### src/rtl/tiger_pkg.sv
// Shared constants, word types and FSM encoding for the Tiger key schedule.
package tiger_pkg;

    localparam int WORD_W  = 64;
    localparam int N_WORDS = 8;
    localparam int KEY_W   = WORD_W * N_WORDS;

    typedef logic [WORD_W-1:0] word_t;

    // Half A whitening constant and half B final-word constant.
    localparam word_t C1 = 64'hA5A5_A5A5_A5A5_A5A5;
    localparam word_t C2 = 64'h0123_4567_89AB_CDEF;

    typedef enum logic [1:0] {
        ST_IDLE = 2'd0,
        ST_HA   = 2'd1,
        ST_HB   = 2'd2,
        ST_OUT  = 2'd3
    } state_t;

endpackage

### src/rtl/tiger_ks_half.sv
// One half of the Tiger key schedule (HALF=0 -> half A, HALF=1 -> half B).
// Purely combinational; word x0 sits in the top 64 bits of the bus.
module tiger_ks_half
    import tiger_pkg::*;
#(
    parameter int HALF = 0
) (
    input  logic [KEY_W-1:0] x_in,
    output logic [KEY_W-1:0] y_out
);

    word_t x [N_WORDS];
    word_t y [N_WORDS];

    for (genvar gi = 0; gi < N_WORDS; gi++) begin : g_pack
        assign x[gi] = x_in[KEY_W-1-WORD_W*gi -: WORD_W];
        assign y_out[KEY_W-1-WORD_W*gi -: WORD_W] = y[gi];
    end

    if (HALF == 0) begin : g_half_a
        // Forward chain: each word mixes with its predecessor result.
        assign y[0] = x[0] - (x[7] ^ C1);
        assign y[1] = x[1] ^ y[0];
        assign y[2] = x[2] + y[1];
        assign y[3] = x[3] - (y[2] ^ ((~y[1]) << 19));
        assign y[4] = x[4] ^ y[3];
        assign y[5] = x[5] + y[4];
        assign y[6] = x[6] - (y[5] ^ ((~y[4]) >> 23));
        assign y[7] = x[7] ^ y[6];
    end else begin : g_half_b
        // Second chain, seeded by the wrap-around word x7.
        assign y[0] = x[0] + x[7];
        assign y[1] = x[1] - (y[0] ^ ((~x[7]) << 19));
        assign y[2] = x[2] ^ y[1];
        assign y[3] = x[3] + y[2];
        assign y[4] = x[4] - (y[3] ^ ((~y[2]) >> 23));
        assign y[5] = x[5] ^ y[4];
        assign y[6] = x[6] + y[5];
        assign y[7] = x[7] - (y[6] ^ C2);
    end

endmodule

### src/rtl/tiger_key_sch_iter.sv
// Iterative Tiger key schedule: one half per cycle, PASSES-1 chained
// schedules per accepted message block, valid/ready on both sides.
module tiger_key_sch_iter
    import tiger_pkg::*;
#(
    parameter int PASSES = 3
) (
    input  logic             i_clk,
    input  logic             i_rst,
    input  logic             i_vld,
    output logic             o_rdy,
    input  logic [KEY_W-1:0] i_key,
    output logic             o_vld,
    input  logic             i_rdy,
    output logic [KEY_W-1:0] o_key,
    output logic [2:0]       o_idx,
    output logic             o_last
);

    localparam logic [2:0] LAST_IDX = 3'(PASSES - 1);

    state_t           state_reg;
    state_t           state_next;
    logic [2:0]       idx_reg;
    logic [KEY_W-1:0] r_key;
    logic [KEY_W-1:0] r_xa;
    logic [KEY_W-1:0] ha_out;
    logic [KEY_W-1:0] hb_out;
    logic             last_sched;

    tiger_ks_half #(.HALF(0)) u_half_a (.x_in(r_key), .y_out(ha_out));
    tiger_ks_half #(.HALF(1)) u_half_b (.x_in(r_xa),  .y_out(hb_out));

    assign last_sched = (idx_reg == LAST_IDX);

    // Next-state: accept, two half steps, then hold output until consumed.
    always_comb begin
        state_next = state_reg;
        case (state_reg)
            ST_IDLE: if (i_vld) state_next = ST_HA;
            ST_HA:   state_next = ST_HB;
            ST_HB:   state_next = ST_OUT;
            ST_OUT:  if (i_rdy) state_next = last_sched ? ST_IDLE : ST_HA;
            default: state_next = ST_IDLE;
        endcase
    end

    // State register.
    always_ff @(posedge i_clk or posedge i_rst) begin
        if (i_rst) begin
            state_reg <= ST_IDLE;
        end else begin
            state_reg <= state_next;
        end
    end

    // Datapath: load key, latch half A, fold half B back into r_key, count schedules.
    always_ff @(posedge i_clk or posedge i_rst) begin
        if (i_rst) begin
            r_key   <= '0;
            r_xa    <= '0;
            idx_reg <= '0;
        end else begin
            case (state_reg)
                ST_IDLE: if (i_vld) begin
                    r_key   <= i_key;
                    idx_reg <= 3'd1;
                end
                ST_HA:   r_xa  <= ha_out;
                ST_HB:   r_key <= hb_out;
                ST_OUT:  if (i_rdy && !last_sched) idx_reg <= idx_reg + 3'd1;
                default: ;
            endcase
        end
    end

    assign o_rdy  = (state_reg == ST_IDLE);
    assign o_vld  = (state_reg == ST_OUT);
    assign o_last = o_vld && last_sched;
    assign o_key  = r_key;
    assign o_idx  = idx_reg;

endmodule

### config.mk
export PLATFORM = sky130hd
export DESIGN_NAME = tiger_key_sch_iter
export DESIGN_NICKNAME = d
export VERILOG_FILES = /design/src/rtl/tiger_pkg.sv /design/src/rtl/tiger_ks_half.sv /design/src/rtl/tiger_key_sch_iter.sv
export SDC_FILE = /design/constraint.sdc
export NUM_CORES = 2
export LEC_CHECK = 0
export CORE_AREA = 2 2 534 536
export DETAILED_ROUTE_END_ITERATION = 10
export DIE_AREA = 0 0 536 538
export PLACE_DENSITY = 0.44
export SETUP_SLACK_MARGIN = 0.5
export SLEW_MARGIN = 15
export SYNTH_ARGS = -nofsm -noshare
export SYNTH_HDL_FRONTEND = slang
export SYNTH_HIERARCHICAL = 1
export SYNTH_SLANG_ARGS = --single-unit
### constraint.sdc
create_clock -name i_clk -period 115.7 [get_ports i_clk]
set_input_delay 23.14 -clock i_clk [delete_from_list [all_inputs] [get_ports i_clk]]
set_output_delay 23.14 -clock i_clk [all_outputs]
set_load 0.05 [all_outputs]
==> out/qor_table.md <==
| Step | Quantity | This run |
| --- | --- | --- |
| global routing | Global-route met3 utilization | 6.03% |
| global routing | Global router's overall resource usage | 29.6% |
| sta | Min Clock Period, post-route | 27.18 ns |
| placement | Setup WS pre-CTS | 87.71 ns |
| clocking | Clock tree from TritonCTS | done |
| setup path | Worst-path cell chain | clkdlybuf4s50_1 > mux2i_4 > buf_4 > buf_4 > buf_4 > buf_4 > buf_4 > o21ai_1 |
| logic synthesis | Mapped cell area | 84500 µm² |
| setup path | Buffering stage count on the worst path with inverters included | 6 |
| logic synthesis | Share of async-settable or async-resettable flops after synthesis | 100% |
| global routing | Total overflow reported by the global router | 0 |
| global routing | Antenna violations before repair | 37 |
| placement | Buffers added on ports | 1033 |
| detailed routing | Via-to-Cell Ratio | 5.35 |
| logic synthesis | Yosys warning total | 6 |
| sta | Rel. slew slack | 3.53% |
| die | Initial Utilization | 29.8% |
| sta | RSZ-0062 raised after global routing | false |
| placement | # placed instances | 13772 |
| logic synthesis | Dominant combinational cell family by area after synthesis | compound AO/OA/AOI/OAI gates |
| sta | Max-slew violation total from the final report | 0 |
| finish | Layout cells sized above 1 | 10.5% |
| detailed routing | Number of remaining DRC errors | 0 |
| detailed routing | Avg WL per Cell | 31.4 µm |
| sta | Number of failing setup endpoints in the final timing report | 0 |
| sta | F_max | 0.0368 GHz |
| min path | Depth of the worst hold-timing path | 1 |
| clocking | Clock Sink Count | 1029 |
| logic synthesis | Simple-gate portion of the synthesized area | 11.2% |
| logic synthesis | Syn Inst Count | 9172 |
| logic synthesis | Xor/xnor share of the synthesized area | 12.1% |
| sta | Final Hold Fails | 0 |
| logic synthesis | Mux contribution to synthesized area | 13.0% |
| setup path | Cell at the slowest stage of the critical path | buf_4 |
| logic synthesis | Syn avg cell area | 9.21 µm² |
| die | Die X | 536 µm |
| logic synthesis | Portion of synthesized cell area occupied by the leading cell type | 30.5% |
| finish | Leading cell type in the layout, fill and taps excluded | clkdlybuf4s50_1 |
| logic synthesis | Share of synthesized cell area in full adder, half adder and majority cells | 10.5% |
| die | Die Ht | 538 µm |
| finish | Finished Layout Cells | 14049 |
| logic synthesis | Top post-synthesis cells by area | dfrtp_1, ha_1, mux2_2, xor2_1, mux2i_1 |
| run status | Outcome | complete, no violations |
| clocking | Clk_lat worst skew | 0.82 ns |
| global routing | GR Layer Usage met1 | 35.7% |
| die | Area of the die | 288000 µm² |
| sta | Worst Skew | 0.0368 ns |
| sta | Transition at the pin with the smallest max-transition slack | 1.41 ns |
| sta | Fraction of the cycle the final worst path needs | 23.5% |
| setup path | CP top delay family | buffers and inverters |
| logic synthesis | Post-synth EDFFs | 0 |
| logic synthesis | Yosys top cell by area | dfrtp_1 |
| clocking | Clock Root Buffer | clkbuf_16 |
| sta | Least setup slack across all paths after layout | 88.52 ns |
| global routing | First-pass GRT wire length | 594000 µm |
| setup path | Logic depth of the worst setup path including buffers | 8 |
| logic synthesis | Seq/Total Area, Yosys | 30.5% |
| global routing | Met2 track utilization from global routing | 50.0% |
| min path | Path type of the worst min-delay path | reg2reg |
| finish | Filler Cell Count | 28805 |
| placement | Dpl hpwl | 375000 µm |
| clocking | CTS max path bufs | 3 |
| setup path | Data arrival time of the critical path | 27.83 ns |
| setup path | Worst path most repeated cell | buf_4 |
| logic synthesis | Area fraction in compound gates after synthesis | 19.1% |
| logic synthesis | Prevailing post-synth register cell | dfrtp_1 |
| clocking | Post-CTS Setup Bufs | 0 |
| setup path | Biggest cell delay along the critical path | 0.91 ns |
| setup path | Data required, critical path | 116.35 ns |
| finish | Sequential standard cell area | 25700 µm² |
| finish | Nets | 11358 |
| global routing | Maximum number of pins on one net before global-route repair | 213 |
| detailed routing | Routed wire length | 441000 µm |
| global routing | Layer with the highest usage | met2 |
| die | Standard cell core area | 283000 µm² |
| clocking | H-tree Lvls | 4 |
| die | Number of ports placed on the die boundary | 1034 |
| global routing | Vias in the first global route | 73101 |
| clocking | Number of gates resized after cts | 0 |
| finish | Final core utilization | 36.8% |
| die | Number of rows created at floorplan | 196 |
| clocking | Count of hold-fix buffers inserted at cts | 0 |
| clocking | Clock transition at the register clock pins on the worst setup and hold paths after CTS | 0.06 ns |
| setup path | Cell depth of the worst flop-to-flop path | 69 |
| detailed routing | Initial detailed-routing violation count | 6482 |
| detailed routing | Vias | 75131 |
| job | Max capacitance violation total | 0 |
| logic synthesis | Count of different cell masters after synthesis | 119 |
| sta | Setup TNS after final layout | 0 ns |
| finish | Area of the multi-input gates | 55900 µm² |
| placement | Routability cong. | 0.958 |
| finish | Syn-to-layout area delta | 23.3% |
| setup path | Crit Path Max Fanout | 113 |
| logic synthesis | Number of synthesized register bits | 1029 |
| logic synthesis | Net Count, Synth | 10374 |
| setup path | Crit. End Element | register |
| setup path | Type of the setup path with the least slack | in2reg |
| detailed routing | Number of nets still failing antenna checks after routing | 0 |
| setup path | Startpoint Class | input port |
| finish | Most frequent cells in the layout | clkdlybuf4s50_1, dfrtp_1, nand2_1, ha_1, a21oi_1 |
| detailed routing | Number of search-and-repair iterations in the first detailed-routing pass | 6 |
| clocking | Number of buffers created by CTS | 144 |
kinds of logic after synthesis:
family / count (synthesis)
adder cells (fa/ha/maj): 706
flip-flops: 1029
multiplexers: 1032
buffers and inverters: 680
AND/OR/NAND/NOR: 2032
AO/OA/AOI/OAI: 2539
XOR/XNOR: 1154
final timing paths:
check | from | to | slack, ns
min in group asynchronous | i_rst | r_xa[253]$_DFFE_PP0N_ | 22.92
max in group asynchronous | i_rst | o_key[459]$_DFFE_PP0P_ | 89.21
min | r_xa[384]$_DFFE_PP0N_ | r_xa[384]$_DFFE_PP0N_ | 0.51
max reg2reg | r_xa[0]$_DFFE_PP0N_ | o_key[63]$_DFFE_PP0P_ | 95.15
min reg2reg | r_xa[384]$_DFFE_PP0N_ | r_xa[384]$_DFFE_PP0N_ | 0.51
max | i_vld | o_key[142]$_DFFE_PP0P_ | 88.52
final cells by class:
class | count | area share [%]
Antenna cell | 16 | 0.0385
Tap cell | 3762 | 4.52
Sequential cell | 1029 | 24.7
Clock inverter | 50 | 0.691
Clock buffer | 211 | 4.09
Inverter | 361 | 1.31
Timing Repair Buffer | 1157 | 10.9
Multi-Input combinational cell | 7463 | 53.7
metrics by stage:
stage	instance area (µm²)	hold slack, ns
2_1_floorplan	84500	0.481
3_3_place_gp	99100	0.493
3_5_place_dp	99100	0.496
4_1_cts	104000	0.509
5_1_grt	104000	0.525
6_report	104000	0.506
worst register-to-register path, delay by kind of cell (launching register included):
kind | cells | cell delay, ns
compound gates | 32 | 9.05
xor+xnor | 9 | 4.08
fa+ha+maj | 9 | 3.46
buf+inv | 2 | 0.30
flops | 1 | 0.40
mux | 1 | 0.14
simple gates | 16 | 2.93
Yosys cell counts, drive strengths merged (12+ instances only):
master	count
a21oi	630
a21boi	24
inv	361
a41oi	16
or2	26
and3	78
mux2	514
nand4	92
a211o	16
o41ai	12
maj3	20
a31oi	60
o2111ai	15
buf	179
ha	675
or3	29
dfrtp	1029
a21o	400
a2111oi	17
a31o	14
o211ai	43
nor3	83
xnor2	503
a311oi	13
a221oi	22
o31ai	35
mux2i	518
clkbuf	140
and4	17
nand3	131
xor2	645
and2	52
nor2b	101
a211oi	65
nor4	14
nand2	876
o31a	18
o21a	97
o21bai	108
nor2	397
nand2b	97
o21ai	847
metal layers:
metal / vias to the layer above / share of wire (%)
met5: - / 0.053
met4: 38 / 5.8
met3: 600 / 6.7
met2: 2763 / 47
met1: 36806 / 40
li1: 34924 / -
Power is not shown: default switching activity piles up to over one toggle a cycle in this logic, so the estimate is an artifact.
